===== src/rtl/reset_seq_pkg.sv =====
// Shared types and defaults for the reset sequencer.
// State encoding is also what the optional status output reports.
package reset_seq_pkg;

    typedef enum logic [1:0] {
        WAIT_LOCK = 2'd0,
        HOLD      = 2'd1,
        RELEASE   = 2'd2,
        RUN       = 2'd3
    } state_t;

    localparam int unsigned DEF_CHANNELS  = 3;
    localparam int unsigned DEF_CNT_W     = 21;
    localparam int unsigned DEF_DELAY     = 32'h0017_D796;
    localparam int unsigned DEF_STAGGER   = 16;
    localparam int unsigned DEF_LOCK_FILT = 4;
    localparam int unsigned DEF_DIVS      = 2;

    localparam int unsigned FILT_W = 8;
    localparam int unsigned LOSS_W = 8;

    // Saturating increment used by the restart counter.
    function automatic logic [LOSS_W-1:0] sat_inc(input logic [LOSS_W-1:0] v);
        return (v == '1) ? v : v + 1'b1;
    endfunction

endpackage


===== src/rtl/reset_seq_sync2.sv =====
// Two-flop synchroniser with a configurable reset value.
module sync2 #(
    parameter logic RST_VAL = 1'b0
) (
    input  logic clk,
    input  logic rst_n,
    input  logic d,
    output logic q
);

    logic meta;

    // Double register the asynchronous input into the clk domain.
    always_ff @(posedge clk or negedge rst_n) begin
        if (!rst_n) begin
            meta <= RST_VAL;
            q    <= RST_VAL;
        end else begin
            meta <= d;
            q    <= meta;
        end
    end

endmodule


===== src/rtl/reset_seq.sv =====
// Power-on reset sequencer: qualifies PLL lock, holds for a fixed delay,
// then releases per-domain resets in ascending staggered order.
// Also produces free-running clock enables from a small divider.
// Optional build macro RESET_SEQ_STATUS_EN adds state_o and loss_cnt outputs.
module reset_seq
    import reset_seq_pkg::*;
#(
    parameter int unsigned CHANNELS  = DEF_CHANNELS,
    parameter int unsigned CNT_W     = DEF_CNT_W,
    parameter int unsigned DELAY     = DEF_DELAY,
    parameter int unsigned STAGGER   = DEF_STAGGER,
    parameter int unsigned LOCK_FILT = DEF_LOCK_FILT,
    parameter int unsigned DIVS      = DEF_DIVS
) (
    input  logic                clk,
    input  logic                reset_n,
    input  logic                locked,
    input  logic                soft_reset,
    output logic [CHANNELS-1:0] user_reset,
    output logic                ready,
    output logic [DIVS-1:0]     ce
`ifdef RESET_SEQ_STATUS_EN
    ,
    output logic [1:0]          state_o,
    output logic [LOSS_W-1:0]   loss_cnt
`endif
);

    localparam logic [CNT_W-1:0]  DELAY_C     = CNT_W'(DELAY);
    localparam logic [CNT_W-1:0]  STAG_RELOAD = (STAGGER == 0) ? '0 : CNT_W'(STAGGER - 1);
    localparam logic [FILT_W-1:0] FILT_LAST   = FILT_W'(LOCK_FILT - 1);
    localparam bit                INSTANT     = (STAGGER == 0) || (CHANNELS == 1);

    logic                lock_s;
    state_t              state;
    logic [FILT_W-1:0]   filt;
    logic [CNT_W-1:0]    hold_cnt;
    logic [CNT_W-1:0]    stag_cnt;
    logic [DIVS-1:0]     div;
    logic [DIVS-1:0]     div_nxt;
    logic [DIVS-1:0]     ce_nxt;
    logic [CHANNELS-1:0] ur_shift;
    logic                restart;

    sync2 #(.RST_VAL(1'b0)) u_lock_sync (
        .clk   (clk),
        .rst_n (reset_n),
        .d     (locked),
        .q     (lock_s)
    );

    // Restart request: soft reset anywhere, or lock loss once past WAIT_LOCK.
    always_comb restart = soft_reset || (!lock_s && (state != WAIT_LOCK));

    // Releasing channels in ascending order is a left shift of the reset vector;
    // this also makes individual re-assertion structurally impossible.
    always_comb ur_shift = user_reset << 1;

    // Sequencer FSM with registered reset/ready outputs.
    always_ff @(posedge clk or negedge reset_n) begin
        if (!reset_n) begin
            state      <= WAIT_LOCK;
            filt       <= '0;
            hold_cnt   <= DELAY_C;
            stag_cnt   <= '0;
            user_reset <= '1;
            ready      <= 1'b0;
        end else if (restart) begin
            state      <= WAIT_LOCK;
            filt       <= '0;
            stag_cnt   <= '0;
            user_reset <= '1;
            ready      <= 1'b0;
        end else begin
            unique case (state)
                WAIT_LOCK: begin
                    if (!lock_s) begin
                        filt <= '0;
                    end else begin
                        filt <= filt + 1'b1;
                        if (filt == FILT_LAST) begin
                            state    <= HOLD;
                            hold_cnt <= DELAY_C;
                        end
                    end
                end
                HOLD: begin
                    if (hold_cnt == '0) begin
                        if (INSTANT) begin
                            user_reset <= '0;
                            ready      <= 1'b1;
                            state      <= RUN;
                        end else begin
                            user_reset <= ur_shift;
                            stag_cnt   <= STAG_RELOAD;
                            state      <= RELEASE;
                        end
                    end else begin
                        hold_cnt <= hold_cnt - 1'b1;
                    end
                end
                RELEASE: begin
                    if (stag_cnt == '0) begin
                        user_reset <= ur_shift;
                        stag_cnt   <= STAG_RELOAD;
                        if (ur_shift == '0) begin
                            state <= RUN;
                            ready <= 1'b1;
                        end
                    end else begin
                        stag_cnt <= stag_cnt - 1'b1;
                    end
                end
                RUN: begin
                    ready <= 1'b1;
                end
                default: state <= WAIT_LOCK;
            endcase
        end
    end

    // ce[k] needs div bits [k:0] all ones: isolate the lowest zero bit of the
    // next divider value, and the ones below it are exactly the active enables.
    always_comb begin
        div_nxt = div + DIVS'(1);
        ce_nxt  = (~div_nxt & (div_nxt + DIVS'(1))) - DIVS'(1);
    end

    // Free-running divider and registered clock enables, independent of state.
    always_ff @(posedge clk or negedge reset_n) begin
        if (!reset_n) begin
            div <= '0;
            ce  <= '0;
        end else begin
            div <= div_nxt;
            ce  <= ce_nxt;
        end
    end

`ifdef RESET_SEQ_STATUS_EN
    assign state_o = state;

    // Saturating count of restarts, cleared only by reset_n.
    always_ff @(posedge clk or negedge reset_n) begin
        if (!reset_n) begin
            loss_cnt <= '0;
        end else if (restart) begin
            loss_cnt <= sat_inc(loss_cnt);
        end
    end
`endif

endmodule


===== config.mk =====
export PLATFORM = sky130hd
export DESIGN_NAME = reset_seq
export DESIGN_NICKNAME = d
export VERILOG_FILES = /design/src/rtl/reset_seq_pkg.sv /design/src/rtl/reset_seq_sync2.sv /design/src/rtl/reset_seq.sv
export SDC_FILE = /design/constraint.sdc
export NUM_CORES = 1
export LEC_CHECK = 0
export ABC_CLOCK_PERIOD_IN_PS = 3400
export BUFFER_PORTS_ARGS = -buffer_cell sky130_fd_sc_hd__buf_4
export CAP_MARGIN = 20
export CORE_ASPECT_RATIO = 1.2
export CORE_MARGIN = 4
export CORE_UTILIZATION = 45
export CTS_BUF_LIST = sky130_fd_sc_hd__clkbuf_16
export DETAILED_ROUTE_END_ITERATION = 16
export MAX_ROUTING_LAYER = met4
export PLACE_DENSITY = 0.7
export SYNTH_ARGS = -nofsm -noshare
export SYNTH_HDL_FRONTEND = slang
export SYNTH_HIERARCHICAL = 1
export SYNTH_SLANG_ARGS = --single-unit

===== constraint.sdc =====
create_clock -name clk -period 3.4 [get_ports clk]
set_input_delay 0.68 -clock clk [delete_from_list [all_inputs] [get_ports clk]]
set_output_delay 0.68 -clock clk [all_outputs]
set_load 0.005 [all_outputs]

==> results by group <==
Logic synthesis
  – Distinct cell type count after synthesis: 46
  – Top-area cell type share of the netlist area: 33.3%
  – Simple-gate portion of the synthesized area: 28.0%
  – Adder-cell share of the synthesized area: 3.79%
  – Compound-Gate Fraction of Synth Area: 6.70%
  – Seq/Total Area, Yosys: 46.8%
  – Seq cells post-synth: 61
  – Syn Nets: 367
  – Largest family of logic cells by synthesized area: simple AND/OR/NAND/NOR gates
  – Ranking of synthesized cells by area: dfrtp_1, dfstp_2, nor2_1
  – Synth warnings: 6
  – Post-synth EDFFs: 0
  – Top_reg_cell synth: dfrtp_1
  – Post-synthesis async set-or-reset flop share: 100%
  – Cells after Synth: 353
  – Syn_area_per_cell: 9.36 um2
  – XOR/XNOR Fraction of Synth Area: 10.9%
  – Leading area contributor after synthesis: dfrtp_1
  – Syn Std Cell Area: 0.00330 mm2
  – Multiplexer area fraction after synthesis: 0.303%

Critical path
  – Reg2reg end: stag_cnt[6]$_DFFE_PN0P_
  – Most used cell, CP: or4_4
  – Critical path class: register to register
  – Crit path capture type: register
  – R2R depth: 6
  – Arrival time worst endpoint: 2.87 ns
  – Crit-path cells: or4_4 > or4_4 > o31a_1 > or3b_1 > nand2_8 > nor2_1
  – Slowest CP cell: or4_4
  – Worst reg2reg startpoint: stag_cnt[16]$_DFFE_PN0P_
  – Worst setup endpoint: stag_cnt[6]$_DFFE_PN0P_
  – Crit Path Max Fanout: 17
  – CP max stage delay: 0.55 ns
  – Beginning of the critical path: stag_cnt[16]$_DFFE_PN0P_
  – Startpoint Class: register
  – CP required: 3.60 ns
  – Reg2Reg Setup Slack: 0.73 ns

Pwr
  – Leak: 1.68 nW
  – Sw Share: 30.0%
  – Clk pwr share: 39.3%
  – Combinational share of power: 21.8%
  – Switching power: 0.000728 W
  – Maximum VDD drop: 0.395 mV
  – Internal: 0.00170 W
  – Sequential Power Share: 38.9%
  – Cell area power density: 645 mW/mm2

Placement
  – Hpwl dp: 4520 um
  – Placer congestion estimate: 0.868
  – I/O Buffers: 9

Drt
  – Routed Antenna Nets: 0
  – Initial DRC Count: 140
  – Routed vias: 2,545
  – Routed WL per cell: 14.3 um
  – Via density: 5.59
  – DRC viols: 0
  – Router iterations before antenna repair: 4
  – Total wire length: 6510 um

Clock tree
  – Post-cts sizing count: 0
  – Reg clk slew, reported paths: 0.05 ns
  – Clk sinks: 61
  – CTS H-tree lvls: 3
  – Root Buffer: clkbuf_16
  – CTS tree: yes
  – Clock Path Buffers: 2
  – Cts hold-fix bufs: 0
  – Post-CTS setup buffer count: 0
  – Worst skew pair latency: 0.32 ns
  – CTS buffer count: 9

Cells and area
  – Register area: 0.00155 mm2
  – Area Overhead vs Synth: 13.7%
  – FILL cells: 618
  – Proportion of layout cells with a drive suffix above 1: 14.7%
  – Post-route core utilization: 53.8%
  – Final nets: 377
  – Area of the multi-input gates: 0.00164 mm2
  – # diodes: 0

Hold path
  – Worst hold stages: 0
  – Hold Crit Class: register to register

STA
  – Final Hold Fails: 0
  – Fin Setup TNS: 0 ns
  – Clock skew: 0.00731 ns
  – Slew margin rel.: 44.4%
  – Fin crit period: 2.67 ns
  – Unrepaired setup endpoints after global routing: no
  – Final worst-path cycle share: 78.6%
  – Final setup viols: 0
  – Max Slew Vio Count: 0
  – Worst-Margin Slew: 0.832 ns
  – Max Clock Freq: 0.374 GHz

GRT
  – First-pass GRT wire length: 11,600 um
  – Largest net degree at the start of global routing: 62
  – Vias in the first global route: 2,584
  – Initial antenna violation count: 0
  – Global route overflow: 0
  – Overall Global Routing Usage: 17.0%

Die
  – Boundary Pins: 10
  – Die height: 102 um
  – Width of the die: 86.2 um
  – Die ar.: 0.00878 mm2
  – FP Rows: 33
  – Core area: 0.00698 mm2
  – Initial Util: 47.4%

Flow run
  – MaxCap Viol Count: 0

Outcome
  – Outcome: finished clean
[logic make-up after synthesis]
| group | after synthesis |
|---|---|
| DFF | 61 |
| xor gates and xnor gates | 41 |
| and+or+nand+nor | 181 |
| adders and majority gates | 10 |
| AOI/OAI and AO/OA | 33 |
| buffers and inverters | 26 |
| muxes | 1 |
[registers in the layout, summed over array words and instances (netlist names)]
signal,flops
u_lock_sync/q,1
user_reset,3
state,2
stag_cnt,21
ready,1
ce,1
div,2
filt,8
u_lock_sync/meta,1
hold_cnt,21
[critical path, delay by kind of cell, from the launching register on]
kind / cells / cell delay [ns]
and+or+nand+nor: 5 / 1.79
DFF: 1 / 0.39
AOI/OAI and AO/OA: 1 / 0.35
[cell type report]
cell class / instances / area share [%]
flip-flops and latches: 61 / 41.2
clock inverters: 7 / 2.43
clock buffers: 9 / 6.00
multi-input cells: 266 / 43.7
inverters: 12 / 1.20
well taps: 87 / 2.90
repair buffers: 13 / 2.60
[worst min path at each step]
stage,end,from,slack (ns)
after global placement,u_lock_sync/q$_DFF_PN0_,u_lock_sync/meta$_DFF_PN0_,0.34
final,u_lock_sync/q$_DFF_PN0_,u_lock_sync/meta$_DFF_PN0_,0.35
after detailed placement,u_lock_sync/q$_DFF_PN0_,u_lock_sync/meta$_DFF_PN0_,0.34
after floorplan,u_lock_sync/q$_DFF_PN0_,u_lock_sync/meta$_DFF_PN0_,0.33
after CTS,u_lock_sync/q$_DFF_PN0_,u_lock_sync/meta$_DFF_PN0_,0.36
after global routing,u_lock_sync/q$_DFF_PN0_,u_lock_sync/meta$_DFF_PN0_,0.36
[power groups by stage]
stage	Combinational [W]	Sequential [W]	Clock, W
after floorplan	0.000426	0.000929	0
final	0.000527	0.000943	0.000953
after global placement	0.000515	0.000946	0
after CTS	0.000529	0.000941	0.000970
after detailed placement	0.000524	0.000951	0
after global routing	0.000606	0.000958	0.00100
[cells in the final DEF, fill, tap and decap left out, types with 13 or more instances in the layout]
cell type  count
nor2_1        51
dfrtp_1       44
nand2_1       35
nor3_1        22
xor2_1        21
xnor2_1       20
dfstp_2       17
nand3_1       14
nor4_1        14
inv_1         13
buf_4         13
[through the flow]
stage	instance area [um2]	worst slack [ns]	total power, W	hold WS, ns	instances
4_1_cts	3760	0.723	0.00244	0.355	455
3_3_place_gp	3440	0.782	0.00146	0.337	439
3_5_place_dp	3440	0.739	0.00147	0.343	439
2_1_floorplan	3300	0.848	0.00136	0.331	353
5_1_grt	3760	0.595	0.00256	0.357	455
6_report	3760	0.729	0.00242	0.354	455
[cells in the mapped netlist (3+ instances only)]
cell type  number
nand3_1        14
ha_1           10
nand2_1        35
clkbuf_1        9
or4_1           3
xor2_1         21
inv_1          12
dfrtp_1        44
or2_2           3
nor3_1         22
nor4_1         14
and3_1          6
a31oi_1         4
nor2b_1         3
xnor2_1        20
or3_1           8
nor2_1         51
a21oi_1        10
nand4_1         7
o21ai_0         4
dfstp_2        17
[routing by layer]
metal	GRT usage [%]	vias to the layer above	routed length [um]
met4	7.07	0	104
met3	3.15	10	201
met2	28.4	48	3300
met1	20.3	1234	2900
li1	-	1253	-
met5	-	-	0
(Power assumes the default switching activity.)
